===== config.mk =====
export PLATFORM = sky130hd
export DESIGN_NAME = matmul_dot_store
export DESIGN_NICKNAME = d
export VERILOG_FILES = /design/src/rtl/matmul_dot_store.sv
export SDC_FILE = /design/constraint.sdc
export NUM_CORES = 1
export LEC_CHECK = 0
export ABC_CLOCK_PERIOD_IN_PS = 7200
export CAP_MARGIN = 40
export CORE_ASPECT_RATIO = 1.5
export CORE_UTILIZATION = 55
export DETAILED_ROUTE_END_ITERATION = 10
export DONT_BUFFER_PORTS = 1
export HOLD_SLACK_MARGIN = 0.1
export PLACE_DENSITY_LB_ADDON = 0.15
export SLEW_MARGIN = 10
export SYNTH_ARGS = -nofsm -noshare
export SYNTH_HDL_FRONTEND = slang
export SYNTH_SLANG_ARGS = --single-unit

===== constraint.sdc =====
create_clock -name clk -period 7.2 [get_ports clk]
set_input_delay 1.08 -clock clk [delete_from_list [all_inputs] [get_ports clk]]
set_output_delay 1.08 -clock clk [all_outputs]
set_load 0.05 [all_outputs]

===== src/rtl/matmul_dot_store.sv =====
// matmul_dot_store: consumer side of the matmul fetch interface.
// Each valid row/column vector pair is reduced to a dot product in a two-stage
// pipeline and written to C memory at (row_no, col_no). done is raised once
// the last cell (all-ones row and column) has been written.
module matmul_dot_store #(
    parameter int MUL_SIZE  = 8,
    parameter int ADDR_BITS = $clog2(MUL_SIZE),
    parameter int OUT_BITS  = 8
) (
    input  logic                  clk,
    input  logic                  rst,
    input  logic                  start,
    input  logic                  in_valid,
    input  logic [ADDR_BITS-1:0]  row_no,
    input  logic [8*MUL_SIZE-1:0] row,
    input  logic [ADDR_BITS-1:0]  col_no,
    input  logic [8*MUL_SIZE-1:0] col,
    output logic                  c_we,
    output logic [ADDR_BITS-1:0]  c_row,
    output logic [ADDR_BITS-1:0]  c_col,
    output logic [OUT_BITS-1:0]   c_data,
    output logic                  done
);

    // Only the low OUT_BITS of the exact 16+ADDR_BITS sum reach the write
    // port. Low bits of a sum depend only on the low bits of its terms, so
    // products and the adder tree are carried modulo 2^OUT_BITS (capped at
    // their exact widths); the written value equals the exact sum mod 2^OUT_BITS.
    localparam int SUM_BITS  = 16 + ADDR_BITS;
    localparam int PROD_BITS = (OUT_BITS < 16) ? OUT_BITS : 16;
    localparam int ACC_BITS  = (OUT_BITS < SUM_BITS) ? OUT_BITS : SUM_BITS;

    logic [PROD_BITS-1:0] prod [MUL_SIZE];
    logic [ADDR_BITS-1:0] row_no_s1;
    logic [ADDR_BITS-1:0] col_no_s1;
    logic                 v1;
    logic [ACC_BITS-1:0]  sum;
    logic                 last_cell_write;

    // Stage-1 valid bit: the only stage-1 state that must be cleared by reset.
    always_ff @(posedge clk or posedge rst) begin
        if (rst) begin
            v1 <= 1'b0;
        end else begin
            v1 <= in_valid;
        end
    end

    // Stage-1 datapath: products and indices, loaded only for valid pairs.
    // NOTE: these data registers carry no reset on purpose; v1 gates every use
    // of them, so their power-up contents can never reach the write port.
    always_ff @(posedge clk) begin
        if (in_valid) begin
            for (int i = 0; i < MUL_SIZE; i++) begin
                prod[i] <= PROD_BITS'(16'(row[8*i +: 8]) * 16'(col[8*i +: 8]));
            end
            row_no_s1 <= row_no;
            col_no_s1 <= col_no;
        end
    end

    // Adder tree over the registered products.
    // NOTE: sum is given a default before the loop so every path assigns it
    // and no latch is inferred.
    always_comb begin
        sum = '0;
        for (int i = 0; i < MUL_SIZE; i++) begin
            sum = sum + ACC_BITS'(prod[i]);
        end
    end

    // Stage 2 doubles as the registered write port; address/data hold while idle.
    // NOTE: non-blocking assignments keep every stage sampling the previous
    // cycle's values, which is what makes this a pipeline.
    always_ff @(posedge clk or posedge rst) begin
        if (rst) begin
            c_we   <= 1'b0;
            c_row  <= '0;
            c_col  <= '0;
            c_data <= '0;
        end else begin
            c_we <= v1;
            if (v1) begin
                c_row  <= row_no_s1;
                c_col  <= col_no_s1;
                c_data <= OUT_BITS'(sum);
            end
        end
    end

    assign last_cell_write = c_we && (&c_row) && (&c_col);

    // Sticky done: set by the last-cell write, cleared by start (start wins).
    always_ff @(posedge clk or posedge rst) begin
        if (rst) begin
            done <= 1'b0;
        end else if (start) begin
            done <= 1'b0;
        end else if (last_cell_write) begin
            done <= 1'b1;
        end
    end

endmodule


After elaboration in Yosys (flattened, before gate mapping)
Memories as Yosys holds them, arrays and structs flattened.
Index checks and enable logic that the tools add are counted.
Widths: inputs -> output; s select.
- logic and storage cells: 33
- register bits: 23
- memories kept: 1
- bits in writable memories: 64
- multiplexer cells: 4
- reductions and logical operators: 5
- multipliers: 8
- add/sub/neg operators: 7
- memory list (memory ; words ; bits a word ; rd ports ; clocked after memory_dff ; write ports ; line ; text):
    prod ; 8 ; 8 ; 8 ; 0 ; 8 ; 33 ; logic [PROD_BITS-1:0] prod [MUL_SIZE];
- operators with widths (kind ; count):
    $mul 8x8->8 ; 8
    $add 8x8->8 ; 7
    $reduce_and 3->1 ; 2
    $mux 1 ; 4
    $logic_and 1x1->1 ; 2
    $reduce_bool 2->1 ; 1

Longest topological paths before layout
Gate-level depths: netlist of run 1.
- depth after elaboration: 7
- gate-level depth with buffers: 16
- mapped depth without buffers: 16

Least setup slack after synthesis of run 1
No wires, ideal clock.
- path kind: in2reg
- start point: input port col[20]
- end point: memory prod[0][23] (netlist name), data pin
- path buffers: 0
- arrival time: 3.956 ns
- stages on the path: 11
- path slack: 2.984 ns
- setup time: 0.260 ns
- cell sequence: and2_1 -> fa_1 -> fa_1 -> inv_1 -> fa_1 -> fa_1 -> inv_1 -> ha_1 -> a21oi_1 -> xnor2_1 -> xnor2_1
- RTL lines (element ; line ; text):
    from (decl) ; 17 ; input logic [8*MUL_SIZE-1:0] col,
    to (decl) ; 33 ;

==> flow_metrics.tcl, run 1 <==
set metrics [dict create \
    run_status "finished, final reports clean" \
    synth.distinct_cells 19 \
    post-cts-setup-buffers 0 \
    synth-compound-area-share_pct 2.24 \
    floorplan.die.height_um 176 \
    vdd.ir_drop.worst_uv 655 \
    whs_path_depth 1 \
    synthesis.yosys.warnings 0 \
    cts_repair_resized_insts 0 \
    detail_route.drc_violations 0 \
    drt_iter0_drc 215 \
    via_per_inst 4.96 \
    grt_antenna_before_repair 0 \
    count_of_buffers_from_port_buffering 0 \
    fp-row-count 63 \
    clk_root_buffer_cell "sky130_fd_sc_hd__clkbuf_16" \
    floorplan.core_area_um2 19800 \
    finalWorstPathRequiredPeriod_ns 3.99 \
    clk_path_buf_depth 2 \
    slew_violations 0 \
    global_route_wire_length_before_repair_um 34600 \
    place_worst_setup_slack_ns 2.84 \
    dr.max_layer_used "met4" \
    detailroute.via_count 6871 \
    dr_wl_met2_um 12000 \
    initial_cell_density_of_the_core_pct 56.2 \
    synthesis.area_um2 11100 \
    synth_xor_xnor_area_share_pct 11.5 \
    detail_route.wirelength.met1_um 7310 \
    detail_route.wl_per_cell_um 14.6 \
    critical_register_to_register_path_endpoint "c_data[6]" \
    ctsHoldBuffers 0 \
    crit_top_cell "sky130_fd_sc_hd__fa_1" \
    wl_met3_um 613 \
    cap_viol_max_count 0 \
    yosys_register_bits 87 \
    clock-sinks 87 \
    count_of_buffering_cells_on_the_critical_path_with_inverters_included 2 \
    holdCritStartpoint "col_no_s1[1]" \
    die_width_um 118 \
    reg2reg_depth 16 \
    cts_clock_pin_slew_for_the_worst_setup_and_hold_paths_ns 0.06 \
    skew_ns 0.00740 \
    ports_placed_on_the_boundary 154 \
    critical-path-max-stage-delay_ns 0.55 \
    layout-drive-gt1-share_pct 2.40 \
    area_growth_syn_to_layout_pct 5.36 \
    synth_top_family_by_area "adder cells" \
    pwr_density_cell_nw_per_um2 407 \
    post_synthesis_share_of_cell_area_spent_on_and_or_nand_and_nor_gates_pct 13.7 \
    timing.critical_path.max_delay_family "adder cells" \
    hold_end "c_col[1]" \
    fin_tns_setup_ns 0 \
    grt.total_usage_pct 21.0 \
    postSynthNetCount 1519 \
    setup-violations-final 0 \
    yosys_most_used_dff "sky130_fd_sc_hd__edfxtp_1" \
    critical_path.slowest_cell "sky130_fd_sc_hd__fa_1" \
    antenna_cells_inserted 0 \
    layout.nets 1528 \
    max_freq_mhz 251 \
    final_hold_violating_endpoints 0 \
    antenna_left 0 \
    fill_cells 1815 \
    synth_seq_area_share_pct 22.7 \
    critical_path.max_fanout 5 \
    timing.critical_path.cells "and2_1, fa_1, fa_1, inv_1, fa_1, fa_1, inv_1, ha_1, a21oi_1, xnor2_1, xnor2_1" \
    grt_pass1_vias 7621 \
    number_of_synthesized_flops_with_an_enable_pin 70 \
    design.die.area_um2 20800 \
    cts_made_buffers 9 \
    cts_tree "yes" \
    tightest_slew_ns 0.633 \
    global_route.overflow_total 0 \
    drtPass1Iterations 4 \
    worst_setup_path_end_kind "flop" \
    slew-limit-headroom_pct 57.8 \
    timing.reg2reg.setup_slack_ns 3.26 \
    post-dp-hpwl_um 17800 \
    crit_arrival_ns 4.08 \
    synth-adder-area-share_pct 39.6 \
    postRouteWirelength_um 20300 \
    rsz_0062_raised_after_global_routing "false" \
    syn-instance-count 1110 \
    placer_s_final_routability_congestion_estimate 0.824 \
    clock_insertion_delay_worst_skew_ns 0.34 \
    static_leakage_power_nw 5.80 \
    post-route-worst-setup-slack_ns 3.21 \
    crit_path_start_kind "primary input" \
    worst_ep_required_time_ns 7.29 \
    final.period_utilization_pct 55.4 \
    r2r-start "prod[1][26]" \
    syn-mean-instance-area_um2 10.0 \
    hold_path.class "reg2reg" \
    pin_count_of_the_biggest_net_entering_global_routing 72 \
    h-tree-depth 3 \
    asyncSetResetFlopFracSynth_pct 19.5 \
    path_class "in2reg" \
    mux_share_of_post_synthesis_cell_area_pct 1.30 \
]
registers in the layout, indices dropped and copies added, names as in the netlist:
name,cells
prod,64
c_data,8
c_col,3
c_row,3
col_no_s1,3
row_no_s1,3
c_we,1
done,1
v1,1
per-stage QoR:
| stage | hold WS, ns | std cells | area (µm²) | utilization (%) | power [W] |
|---|---|---|---|---|---|
| finish | 0.477 | 1384 | 11700 | 59.2 | 0.00477 |
| global route | 0.502 | 1384 | 11700 | 59.2 | 0.00527 |
| CTS | 0.481 | 1384 | 11700 | 59.2 | 0.00490 |
| detailed placement | 0.467 | 1368 | 11400 | 57.8 | 0.00445 |
| global placement | 0.455 | 1368 | 11400 | 57.8 | 0.00434 |
| floorplan | 0.352 | 1110 | 11100 | - | 0.00362 |
per-layer routing:
| metal | GRT usage, % | vias up |
|---|---|---|
| met5 | 0 | - |
| met4 | 5.98 | 0 |
| met3 | 2.78 | 19 |
| met2 | 42.8 | 135 |
| met1 | 22.1 | 3354 |
| li1 | - | 3363 |
power by group:
part	internal (W)	leakage (nW)	switching, W	total, W
clock network	0.000238	0.141	0.000191	0.000429
logic	0.00170	4.78	0.00170	0.00339
registers	0.000767	0.883	0.000182	0.000949
placed cells by master (no fill, tap or decap), drive strengths merged:
cell type / n
inv: 266
and2: 171
ha: 136
fa: 135
xnor2: 127
nand2: 118
edfxtp: 70
a21oi: 20
a21o: 18
dfrtp: 17
xor2: 14
mux2: 12
clkbuf: 9
clkinv: 3
nor2: 2
xnor3: 2
and4: 1
a41oi: 1
mux2i: 1
o21ai: 1
worst max-delay path by stage:
stage	startpoint	endpoint	slack (ns)	depth (start not counted)
finish	row[27]	prod[0][31]	3.21	11
global route	prod[1][26]	c_data[6]	3.07	16
CTS	row[27]	prod[0][31]	3.21	11
detailed placement	row[27]	prod[0][31]	2.84	11
global placement	row[27]	prod[0][31]	2.90	11
floorplan	col[20]	prod[0][23]	2.98	11
Yosys cell counts, drive strengths merged, types with 2 or more instances:
cell type / n / area share [%]
inv: 262 / 8.8
xnor2: 127 / 10
nor2: 2 / 0.068
a21oi: 20 / 0.90
a21o: 18 / 1.2
clkbuf: 2 / 0.068
fa: 135 / 24
and2: 171 / 9.6
xnor3: 2 / 0.40
dfrtp: 17 / 3.8
ha: 136 / 15
edfxtp: 70 / 19
mux2: 12 / 1.2
nand2: 118 / 4.0
xor2: 14 / 1.1
kinds of logic (layout without fill, tap and decap cells):
kind of cell | count (synthesis) | count (layout)
AO/OA/AOI/OAI | 40 | 40
XOR/XNOR | 143 | 143
adder cells (fa/ha/maj) | 271 | 271
buffers and inverters | 264 | 278
flip-flops | 87 | 87
multiplexers | 13 | 13
AND/OR/NAND/NOR | 292 | 292
layout make-up:
| cell class | count | area, µm² | share of cell area, % |
|---|---|---|---|
| Sequential cell | 87 | 2530 | 21.6 |
| Tap cell | 260 | 325 | 2.78 |
| Inverter | 262 | 983 | 8.39 |
| Clock inverter | 7 | 53.8 | 0.459 |
| Clock buffer | 9 | 225 | 1.92 |
| Multi-Input combinational cell | 759 | 7610 | 64.9 |
(Power assumes the default switching activity.)
==> inputs of run 2 (changes only) <==
--- a/config.mk
+++ b/config.mk
@@ -5,7 +5,7 @@
 export SDC_FILE = /design/constraint.sdc
 export NUM_CORES = 1
 export LEC_CHECK = 0
-export ABC_CLOCK_PERIOD_IN_PS = 7200
+export ABC_CLOCK_PERIOD_IN_PS = 3660
 export CAP_MARGIN = 40
 export CORE_ASPECT_RATIO = 1.5
 export CORE_UTILIZATION = 55
==> constraint.sdc (replaced) <==
create_clock -name clk -period 3.66 [get_ports clk]
set_input_delay 0.549 -clock clk [delete_from_list [all_inputs] [get_ports clk]]
set_output_delay 0.549 -clock clk [all_outputs]
set_load 0.05 [all_outputs]
==> run 2 against run 1 <==
Against the previous run: first-iteration DRC count shrank 18%; count of clock-buffer cells in the layout is the same; via count grew 0.87%; final area grew 1.2%; the flow now finishes with violations (negative setup slack); clock power grew 97%; utilization grew 0.68 points.
==> flow_metrics.tcl, run 2 (synthesis gave the netlist of run 1 again) <==
set metrics [dict create \
    skew_ns 0.00774 \
    fp-row-count 63 \
    largest_registers "prod x64, c_data x8" \
    fin_tns_setup_ns -0.284 \
    grt_antenna_before_repair 0 \
    via_per_inst 4.96 \
    pwr_density_cell_nw_per_um2 823 \
    worst_ep_required_time_ns 3.84 \
    worst_setup_path_end_kind "flop" \
    clk_path_buf_depth 2 \
    critical_path.max_fanout 2 \
    totalPowerFinal_w 0.00976 \
    floorplan.core_area_um2 19800 \
    slew-limit-headroom_pct 54.1 \
    max_flop_register "prod" \
    initial_cell_density_of_the_core_pct 56.2 \
    critical_register_to_register_path_endpoint "c_data[7]" \
    gr-usage-met2_pct 42.1 \
    global_route.peak_usage_layer "met2" \
    detail_route.wl_per_cell_um 14.7 \
    crit_arrival_ns 3.95 \
    met1_layer_usage_reported_by_global_route_pct 22.9 \
    antenna_cells_inserted 0 \
    grt_use_met3_pct 2.36 \
    layout.nets 1542 \
    r2r-start "prod[0][2]" \
    design.die.area_um2 20800 \
    cts_made_buffers 9 \
    clock_insertion_delay_worst_skew_ns 0.34 \
    detail_route.drc_violations 0 \
    drtPass1Iterations 5 \
    postRouteWirelength_um 20600 \
    final_cell_mix "258 x sky130_fd_sc_hd__inv_1, 171 x sky130_fd_sc_hd__and2_1, 135 x sky130_fd_sc_hd__ha_1" \
    run_status "finished with violations" \
    die_width_um 118 \
    ctsHoldBuffers 0 \
    slew_violations 0 \
    failing_checks "negative setup slack" \
    count_of_buffers_from_port_buffering 0 \
    timing.reg2reg.setup_slack_ns -0.11 \
    global_route_wire_length_before_repair_um 34800 \
    drt_iter0_drc 176 \
    layout-drive-gt1-share_pct 4.75 \
    grt.total_usage_pct 21.1 \
    pin_count_of_the_biggest_net_entering_global_routing 72 \
    path_class "reg2reg" \
    ports_placed_on_the_boundary 154 \
    tightest_slew_ns 0.688 \
    grt_pass1_vias 7603 \
    h-tree-depth 3 \
    vdd.ir_drop.worst_uv 1220 \
    clock-sinks 87 \
    antenna_left 0 \
    layout.cells.most_common "sky130_fd_sc_hd__inv_1" \
    area_growth_syn_to_layout_pct 6.58 \
    cts_tree "yes" \
    largest_register_ff_count 64 \
    global_route.overflow_total 0 \
    max_freq_mhz 265 \
    placer_s_final_routability_congestion_estimate 0.879 \
    detailroute.via_count 6931 \
    static_leakage_power_nw 5.86 \
    rsz_0062_raised_after_global_routing "true" \
    post-route-worst-setup-slack_ns -0.110 \
    crit_path_start_kind "flop" \
    hold_path.class "in2async" \
    finalWorstPathRequiredPeriod_ns 3.77 \
    final_hold_violating_endpoints 0 \
    reg2reg_depth 16 \
    floorplan.die.height_um 176 \
    setup-violations-final 4 \
    final.period_utilization_pct 103 \
    fill_cells 1727 \
    cts_clock_pin_slew_for_the_worst_setup_and_hold_paths_ns 0.06 \
    clk_root_buffer_cell "sky130_fd_sc_hd__clkbuf_16" \
    cap_viol_max_count 0 \
    post-dp-hpwl_um 17900 \
]
## run 2: changes by cell type in the layout (fill, tap and decap cells not counted), sizes merged
cell / previous run / this run
inv: 266 / 263
buf: 0 / 14
clkinv: 3 / 5
clkinvlp: 0 / 1
## run 2: layout make-up
| cell class | instances | area [µm²] | area share, % |
|---|---|---|---|
| inverters | 262 | 983 | 8.29 |
| flip-flops and latches | 87 | 2530 | 21.3 |
| well taps | 260 | 325 | 2.74 |
| clock buffers | 9 | 225 | 1.90 |
| multi-input cells | 759 | 7640 | 64.5 |
| repair buffers | 14 | 105 | 0.886 |
| clock inverters | 7 | 48.8 | 0.412 |
## run 2: where the power goes
group          internal [W]  total (W)  switching (W)
logic               0.00364    0.00704        0.00340
registers           0.00151    0.00187       0.000367
clock network      0.000461   0.000844       0.000383
## run 2: stage by stage
stage	cell area (µm²)	utilization (%)	instances	setup WS (ns)	hold WS [ns]
after global placement	11600	58.4	1381	-0.113	0.455
after floorplan	11100	-	1110	0.0118	0.352
after global routing	11900	59.9	1398	-0.247	0.251
after detailed placement	11600	58.4	1381	-0.109	0.462
after CTS	11800	59.9	1397	-0.111	0.224
final	11900	59.9	1398	-0.110	0.203
## run 2: how the worst max path moves through the flow
stage	from	endpoint	slack (ns)
after global placement	prod[1][27]	c_data[7]	-0.11
after global routing	prod[0][2]	c_data[6]	-0.25
after detailed placement	prod[1][26]	c_data[6]	-0.11
final	prod[0][2]	c_data[7]	-0.11
after CTS	prod[1][26]	c_data[6]	-0.11
after floorplan	prod[1][26]	c_data[6]	0.01
## run 2: critical path, stage by stage (launching register included)
cell and delay [ns]:
sky130_fd_sc_hd__edfxtp_1 0.35, sky130_fd_sc_hd__inv_2 0.04, sky130_fd_sc_hd__fa_1 0.55, sky130_fd_sc_hd__inv_2 0.04
sky130_fd_sc_hd__fa_1 0.48, sky130_fd_sc_hd__fa_1 0.49, sky130_fd_sc_hd__inv_1 0.05, sky130_fd_sc_hd__fa_1 0.47
sky130_fd_sc_hd__inv_1 0.04, sky130_fd_sc_hd__ha_2 0.17, sky130_fd_sc_hd__buf_4 0.12, sky130_fd_sc_hd__buf_4 0.12
sky130_fd_sc_hd__a21o_1 0.15, sky130_fd_sc_hd__a21oi_2 0.16, sky130_fd_sc_hd__o21ai_1 0.10, sky130_fd_sc_hd__xnor2_1 0.20
sky130_fd_sc_hd__a21oi_1 0.09
## run 2: layer usage
| layer | part of all wire [%] | vias to the layer above |
|---|---|---|
| li1 | - | 3391 |
| met2 | 57 | 130 |
| met4 | 2.4 | 0 |
| met5 | 0 | - |
| met1 | 37 | 3385 |
| met3 | 2.9 | 25 |
## run 2: repair_timing
action                                  CTS  global route
endpoints found under the setup margin    4             4
setup buffers                             0             1
resized for setup                         3             6
pin swaps                                 0             3
